`src/rtl/mips_pkg.sv`:
```
// Shared constants and types for the MIPS pipeline front end.
package mips_pkg;

  localparam int unsigned NB_PC            = 32;
  localparam int unsigned NB_INSTRUCTION   = 32;
  localparam int unsigned PC_STEP          = 4;
  localparam logic [31:0] NOP_INSTRUCTION  = 32'h0000_0000;
  localparam logic [31:0] HALT_INSTRUCTION = 32'hFFFF_FFFF;

  typedef enum logic {
    ST_RUN    = 1'b0,
    ST_HALTED = 1'b1
  } fetch_state_e;

endpackage

```
`src/rtl/if_id_register.sv`:
```
// IF/ID pipeline register: write-enabled, flushes to a NOP bubble with valid cleared.
module if_id_register #(
  parameter int unsigned NB_PC           = 32,
  parameter int unsigned NB_INSTRUCTION  = 32,
  parameter logic [NB_INSTRUCTION-1:0] NOP_INSTRUCTION = '0
) (
  input  logic                      i_clock,
  input  logic                      i_reset,
  input  logic                      i_write,
  input  logic                      i_flush,
  input  logic [NB_INSTRUCTION-1:0] i_instruction,
  input  logic [NB_PC-1:0]          i_pc_plus4,
  output logic [NB_INSTRUCTION-1:0] o_instruction,
  output logic [NB_PC-1:0]          o_pc_plus4,
  output logic                      o_valid
);

  logic [NB_INSTRUCTION-1:0] instruction_q;
  logic [NB_PC-1:0]          pc_plus4_q;
  logic                      valid_q;

  always_ff @(posedge i_clock) begin
    if (i_reset) begin
      instruction_q <= NOP_INSTRUCTION;
      pc_plus4_q    <= '0;
      valid_q       <= 1'b0;
    end else if (i_write) begin
      if (i_flush) begin
        instruction_q <= NOP_INSTRUCTION;
        pc_plus4_q    <= '0;
        valid_q       <= 1'b0;
      end else begin
        instruction_q <= i_instruction;
        pc_plus4_q    <= i_pc_plus4;
        valid_q       <= 1'b1;
      end
    end
  end

  assign o_instruction = instruction_q;
  assign o_pc_plus4    = pc_plus4_q;
  assign o_valid       = valid_q;

endmodule

```
`src/rtl/if_stage.sv`:
```
// Instruction-fetch stage: PC register, next-PC selection, halt FSM, fetch counter and IF/ID register.
module if_stage #(
  parameter int unsigned NB_PC            = mips_pkg::NB_PC,
  parameter int unsigned NB_INSTRUCTION   = mips_pkg::NB_INSTRUCTION,
  parameter int unsigned NB_COUNTER       = 32,
  parameter logic [NB_INSTRUCTION-1:0] HALT_INSTRUCTION = NB_INSTRUCTION'(mips_pkg::HALT_INSTRUCTION),
  parameter logic [NB_INSTRUCTION-1:0] NOP_INSTRUCTION  = NB_INSTRUCTION'(mips_pkg::NOP_INSTRUCTION)
) (
  input  logic                      i_clock,
  input  logic                      i_reset,
  input  logic                      i_enable,
  input  logic                      i_pc_write,
  input  logic                      i_if_flush,
  input  logic                      i_jump,
  input  logic [NB_PC-1:0]          i_jump_target,
  input  logic                      i_branch_taken,
  input  logic [NB_PC-1:0]          i_branch_target,
  output logic [NB_PC-1:0]          o_imem_addr,
  input  logic [NB_INSTRUCTION-1:0] i_imem_data,
  output logic [NB_INSTRUCTION-1:0] o_instruction_if_id,
  output logic [NB_PC-1:0]          o_pc_plus4_if_id,
  output logic                      o_valid_if_id,
  output logic                      o_halted,
  output logic [NB_COUNTER-1:0]     o_fetch_count,
  output logic [NB_PC-1:0]          o_pc
);

  import mips_pkg::*;

  fetch_state_e          state_q, state_d;
  logic [NB_PC-1:0]      pc_q, pc_d;
  logic [NB_COUNTER-1:0] count_q, count_d;
  logic [NB_PC-1:0]      pc_plus4;
  logic [NB_PC-1:0]      next_pc;
  logic                  is_halt;
  logic                  ifid_write;
  logic                  ifid_flush;

  assign pc_plus4 = pc_q + NB_PC'(PC_STEP);
  assign is_halt  = (i_imem_data == HALT_INSTRUCTION);

  // Jump resolved in ID beats a taken branch; otherwise fall through.
  always_comb begin
    next_pc = pc_plus4;
    if (i_jump)              next_pc = i_jump_target;
    else if (i_branch_taken) next_pc = i_branch_target;
  end

  always_ff @(posedge i_clock) begin
    if (i_reset) begin
      state_q <= ST_RUN;
      pc_q    <= '0;
      count_q <= '0;
    end else begin
      state_q <= state_d;
      pc_q    <= pc_d;
      count_q <= count_d;
    end
  end

  // Stall and debug-freeze simply leave every defaulted hold in place.
  always_comb begin
    state_d    = state_q;
    pc_d       = pc_q;
    count_d    = count_q;
    ifid_write = 1'b0;
    ifid_flush = 1'b0;
    if (i_enable) begin
      case (state_q)
        ST_RUN: begin
          if (i_pc_write) begin
            ifid_write = 1'b1;
            if (i_if_flush) begin
              ifid_flush = 1'b1;
              pc_d       = next_pc;
            end else begin
              count_d = count_q + NB_COUNTER'(1);
              if (is_halt) state_d = ST_HALTED;
              else         pc_d    = next_pc;
            end
          end
        end
        ST_HALTED: begin
          ifid_write = 1'b1;
          ifid_flush = 1'b1;
        end
        default: state_d = ST_RUN;
      endcase
    end
  end

  if_id_register #(
    .NB_PC           (NB_PC),
    .NB_INSTRUCTION  (NB_INSTRUCTION),
    .NOP_INSTRUCTION (NOP_INSTRUCTION)
  ) u_if_id_register (
    .i_clock       (i_clock),
    .i_reset       (i_reset),
    .i_write       (ifid_write),
    .i_flush       (ifid_flush),
    .i_instruction (i_imem_data),
    .i_pc_plus4    (pc_plus4),
    .o_instruction (o_instruction_if_id),
    .o_pc_plus4    (o_pc_plus4_if_id),
    .o_valid       (o_valid_if_id)
  );

  assign o_imem_addr   = pc_q;
  assign o_pc          = pc_q;
  assign o_halted      = (state_q == ST_HALTED);
  assign o_fetch_count = count_q;

endmodule

```
`config.mk`:
```
export PLATFORM = sky130hd
export DESIGN_NAME = if_stage
export DESIGN_NICKNAME = d
export VERILOG_FILES = /design/src/rtl/mips_pkg.sv /design/src/rtl/if_id_register.sv /design/src/rtl/if_stage.sv
export SDC_FILE = /design/constraint.sdc
export NUM_CORES = 1
export LEC_CHECK = 0
export ABC_AREA = 1
export CORE_MARGIN = 4
export CORE_UTILIZATION = 49
export CTS_CLUSTER_SIZE = 14
export DETAILED_ROUTE_END_ITERATION = 10
export PLACE_DENSITY = 0.85
export SLEW_MARGIN = 20
export SYNTH_ARGS = -nofsm -noshare
export SYNTH_HDL_FRONTEND = slang
export SYNTH_HIERARCHICAL = 1
export SYNTH_SLANG_ARGS = --single-unit
export TNS_END_PERCENT = 20
```
`constraint.sdc`:
```
create_clock -name i_clock -period 3 [get_ports i_clock]
set_input_delay 0.45 -clock i_clock [delete_from_list [all_inputs] [get_ports i_clock]]
set_output_delay 0.45 -clock i_clock [all_outputs]
set_load 0.005 [all_outputs]
```
# Yosys cells after proc, flatten, opt, wreduce, memory -nomap -nowiden
# Cells that the tools add are included.
dict set report op_classes {
  add_sub_neg 2
  bitwise 2
  reduce_logical 2
  muxes 18
  eq_ne 2
}
# operator n
set ops {}
lappend ops {{32-bit two-way mux} 6}
lappend ops {{32-bit by 1-bit adder with 32-bit output, second input constant} 1}
lappend ops {{32-bit by 3-bit adder with 32-bit output, second input constant} 1}
lappend ops {{32-bit == test, second input constant} 1}
lappend ops {{1-bit two-way mux} 10}
lappend ops {{4-bit AND reduction} 2}
lappend ops {{1-bit case mux with 2 select lines} 2}
lappend ops {{2-bit inequality test, second input constant} 1}
lappend ops {{1-bit inverter} 2}
dict set report totals {
  word_cells 32
  out_inout_bits 162
  in_bits 103
  regBits 130
}

# Depth between registers and ports, before layout
dict set report logic_depth {
  depth_word 5
  ltp_mapped 11
  mapped_depth_nobuf 11
}

# By module
# Netlist, hierarchy kept.
# module instances seq_area_each_um2 cells_per_inst area_per_inst_um2
set modules_own_cells {}
lappend modules_own_cells {if_stage 1 1301.2 849 4933.5}
lappend modules_own_cells {if_id_register 1 1301.2 290 2391.0}

# Least setup slack after synthesis
# No wires, ideal clock.
dict set report synth_path {
  path_kind {flip-flop to flip-flop}
  startpoint {register pc_q[2] (netlist: o_imem_addr[2])}
  endpoint {register u_if_id_register.pc_plus4_q[12] (netlist: u_if_id_register/o_pc_plus4[12])}
  arrival_ps 1449
  setup_ps 132
  stages_incl_launch_ff 10
  path_slack_ps 1419
  t_required_ps 2868
  path_cell_list {dfxtp_1 ha_1 nand3_1 inv_1 nand2_2 nor2_1 nand2_1 and2_1 nand3_1 a21oi_1}
}
dict set report synth_between {
  elab_chain_len 2
}
# element line
set synth_rtl {}
lappend synth_rtl {{from (decl)} if_stage.sv:31} ;# logic [NB_PC-1:0] pc_q, pc_d;
lappend synth_rtl {{from (signal assigned)} if_stage.sv:56} ;# pc_q <= pc_d;
lappend synth_rtl {{32-bit by 3-bit adder with 32-bit output} if_stage.sv:39} ;# assign pc_plus4 = pc_q + NB_PC'(PC_STEP);
lappend synth_rtl {{net pc_plus4[12]} if_stage.sv:33} ;# logic [NB_PC-1:0] pc_plus4;
lappend synth_rtl {{32-bit two-way mux} if_id_register.sv:28} ;# if (i_flush) begin
lappend synth_rtl {{to (signal assigned)} if_id_register.sv:34} ;# pc_plus4_q <= i_pc_plus4;
lappend synth_rtl {{to (decl)} if_id_register.sv:19} ;# logic [NB_PC-1:0] pc_plus4_q;
# The timed path passes the listed nets, and every way through them passes these cells.
# A chain may end at the register's enable or synchronous reset.

# Final worst setup path
dict set report layout_path {
  startpoint {input port i_if_flush}
  endpoint {register pc_q[4] (netlist: o_imem_addr[4])}
}
dict set report layout_between {
  elab_chain_len 2
  word_cells_on_any_way 3
}
# element line
set layout_rtl {}
lappend layout_rtl {{from (decl)} if_stage.sv:13} ;# input logic i_if_flush,
lappend layout_rtl {{2-bit inequality test (no source line)} -}
lappend layout_rtl {{4-bit AND reduction (no source line)} -}
# Parallel ways exist; a longest one is shown, timed or not.

==> qor.yml <==
global_routing:
  grt.met3_usage: 0.07655
  grt_pass1_vias: 7867
  busiest_layer: "met2"
  grt_util_all_layers: 0.2956
  grt_overflow: 0
  use_met1: 0.3701
  antenna_found_initial: 0
  use_met2: 0.4979
  grt_max_degree: 88
  grt_first_pass_wirelength_mm: 39.81
floorplan:
  core_area_sq_mm: 0.01459
  rows: 44
  die_area_sq_mm: 0.01697
  dieHeight_um: 130.3
  initial_utilization: 0.5021
  io_pins: 265
  die_x_um: 130.3
synth:
  synthTopCellsByCount: "nand2_1 (383), nor2_1 (148), dfxtp_1 (130)"
  syn-num-nets: 1244
  ys_ff_latch: 130
  ys_seq_area_frac: 0.3553
  synth_top_area_frac: 0.3553
  synth_area_sq_mm: 0.007325
  ys.warnings.count: 6
  synth_most_common_cell: "nand2_1"
  synth-async-reset-ratio: 0
  avgSynthCellArea_sq_um: 6.431
  synthTopCellsByArea: "dfxtp_1 (36%), nand2_1 (20%), a21oi_1 (7.8%)"
  yosysUniqueCellTypes: 31
  yosys.area.top_type: "dfxtp_1"
  syn_inst: 1139
  synthFlopType: "dfxtp_1"
  synth_edf_count: 0
clocking:
  cts_setup_buffers: 0
  cts_resized: 0
  clk_pin_slew_worst_paths_ns: 0.06
  cts.sinks: 130
  clockBufferDepth: 2
  htreeDepth: 4
  cts_tree: "yes"
  hold_buffers: 0
  cts_made_buffers: 17
  cts-root-buf: "clkbuf_16"
  clk_latency_ns: 0.42
critical_path:
  r2r.worst_path.cells: 10
  cp_max_fo: 23
  arrival_ns: 2.46
  crit_path_top_delay_cell: "clkdlybuf4s50_1"
  cp_slowest_stage_delay_ns: 0.52
  cp_num_buf_inv: 2
  start_kind: "input port"
  r2r_slack_ns: 0.98
  crit_path_start: "i_if_flush"
  r2r_end: "u_if_id_register/o_pc_plus4[28]"
  path_cells: "clkdlybuf4s50_1 > nor2_1 > nand2_1 > nor2_1 > nand3_1 > nand2_2 > inv_1 > nand2_1 > nand2_1 > nor2_1"
  required_ns: 3.36
  path_class: "in2reg"
  endpoint_kind: "flop"
  crit_family: "simple AND/OR/NAND/NOR gates"
  reg2reg_from: "o_imem_addr[2]"
  worstSetupEndpoint: "o_imem_addr[4]"
  cp_num_cells: 10
timing:
  period_needed_ns: 2.106
  rsz0062_at_grt: "no"
  slew_viol_final: 0
  fmax_ghz: 0.4747
  setup_viol: 0
  skew_ns: 0.006364
  worstMarginPinSlew_ns: 1.012
  hold_viol: 0
  layout_worst_path_cycle_share: 0.7021
  slew_headroom: 0.3245
  setup_tns_ns: 0
power_and_ir_drop:
  combPwrFrac: 0.146
  internal_power_mw: 3.477
  p_seq_frac: 0.395
  pwr-share-clk: 0.459
  peakVddDrop_mv: 0.3660
  power_mw: 4.705
  sw_frac_of_total: 0.2610
  p_leak_nw: 3.886
  p_switching_mw: 1.228
  p_per_area_mw_per_mm2: 452.4
min_path:
  min_from: "u_if_id_register/o_instruction[17]"
  hp-class: "reg2reg"
drt:
  routed_wl_mm: 25.50
  antenna_left: 0
  wl_per_cell_um: 16.47
  route.detailed.drc: 0
  drt_pass1_iterations: 5
  routed_via_density: 5.391
  drtIter0Drc: 818
  via_count: 8346
job:
  maxCapViolCount: 0
cells_and_area:
  n_fill_cell: 1241
  diodes: 0
  nets: 1456
  multi_input_area_sq_mm: 0.003913
  seq_area_sq_mm: 0.002603
  drive_above_1_share: 0.04839
  area.growth.synth_to_final_pct: 42.01
placed_design:
  dp_hpwl_mm: 18.57
  place.gp.congestion: 0.9148
  port_buffers: 264
outcome:
  status: "complete, no violations"
## worst min-delay path by stage
| stage | end | cells past startpoint | slack, ns |
|---|---|---|---|
| final | u_if_id_register/o_instruction[17] | 2 | 0.46 |
| after global routing | u_if_id_register/o_instruction[8] | 2 | 0.48 |
| after CTS | u_if_id_register/o_pc_plus4[17] | 2 | 0.46 |
| after detailed placement | u_if_id_register/o_pc_plus4[17] | 2 | 0.45 |
| after global placement | u_if_id_register/o_instruction[18] | 2 | 0.45 |
| after floorplan | u_if_id_register/o_instruction[28] | 2 | 0.46 |
## power by group through the flow
stage,clock network (mW),logic [mW],registers (mW)
after floorplan,0,0.322,1.88
after global routing,2.27,0.744,1.87
after global placement,0,0.670,1.89
after CTS,2.18,0.684,1.86
after detailed placement,0,0.679,1.90
final,2.16,0.685,1.86
## layout by cell type, fill, tap and decap left out
cell / instances
nand2_1: 382
clkdlybuf4s50_1: 263
nor2_1: 148
dfxtp_1: 130
a21oi_1: 114
nand3_1: 93
inv_1: 70
a22o_1: 27
clkbuf_16: 17
o21ai_0: 14
nand3b_1: 11
buf_4: 11
nand4_1: 10
xor2_1: 10
nor2_4: 8
nor3_1: 7
and2_1: 7
nand2_2: 5
clkinvlp_4: 5
inv_6: 5
a22oi_1: 3
xnor2_1: 3
bufinv_16: 3
buf_12: 3
nand2_4: 2
nor2_2: 2
ha_1: 2
clkinv_2: 2
inv_2: 2
a221oi_1: 1
and3_1: 1
o21a_1: 1
nor3_4: 1
clkinv_1: 1
## state kept, by name, indices dropped and copies added (netlist names)
register / count
u_if_id_register/o_instruction: 32
u_if_id_register/o_valid: 1
o_imem_addr: 32
u_if_id_register/o_pc_plus4: 32
o_halted: 1
o_fetch_count: 32
## tightest hold or removal path: stages, from the launching register on
cell	delay, ns
dfxtp_1	0.31
nand2_1	0.06
a21oi_1	0.05
## routing by layer
metal  up-vias  wire length [um]
li1       4063                 -
met1      3827             10250
met2       409             12100
met3        47              2598
met4         0               548
met5         -                 0
## cell families (layout without fill, tap and decap cells)
family / after synthesis / after routing / synth area share
AOI/OAI and AO/OA: 160 / 160 / 0.1250
xor gates and xnor gates: 13 / 13 / 0.01555
adders and majority gates: 2 / 2 / 0.003416
buffers and inverters: 157 / 382 / 0.1109
DFF: 130 / 130 / 0.3553
and+or+nand+nor: 677 / 677 / 0.3898
## metrics by stage
| step | std cells | util | setup WS [ns] | hold slack (ns) | cell area, sq um |
|---|---|---|---|---|---|
| 2_1_floorplan | 1139 | - | 1.419 | 0.4600 | 7325 |
| 3_3_place_gp | 1516 | 0.6714 | 0.4859 | 0.4503 | 9794 |
| 3_5_place_dp | 1516 | 0.6714 | 0.4768 | 0.4542 | 9794 |
| 4_1_cts | 1548 | 0.7130 | 0.9012 | 0.4637 | 10400 |
| 5_1_grt | 1548 | 0.7130 | 0.6894 | 0.4786 | 10400 |
| 6_report | 1548 | 0.7130 | 0.8936 | 0.4639 | 10400 |
## layout make-up
cell class | instances | share of cell area
multi-input cells | 852 | 0.3762
repair buffers | 277 | 0.2668
flip-flops and latches | 130 | 0.2502
clock buffers | 17 | 0.04090
inverters | 73 | 0.02634
well taps | 184 | 0.02213
clock inverters | 15 | 0.01744
Power figures use the tool's default switching activity.
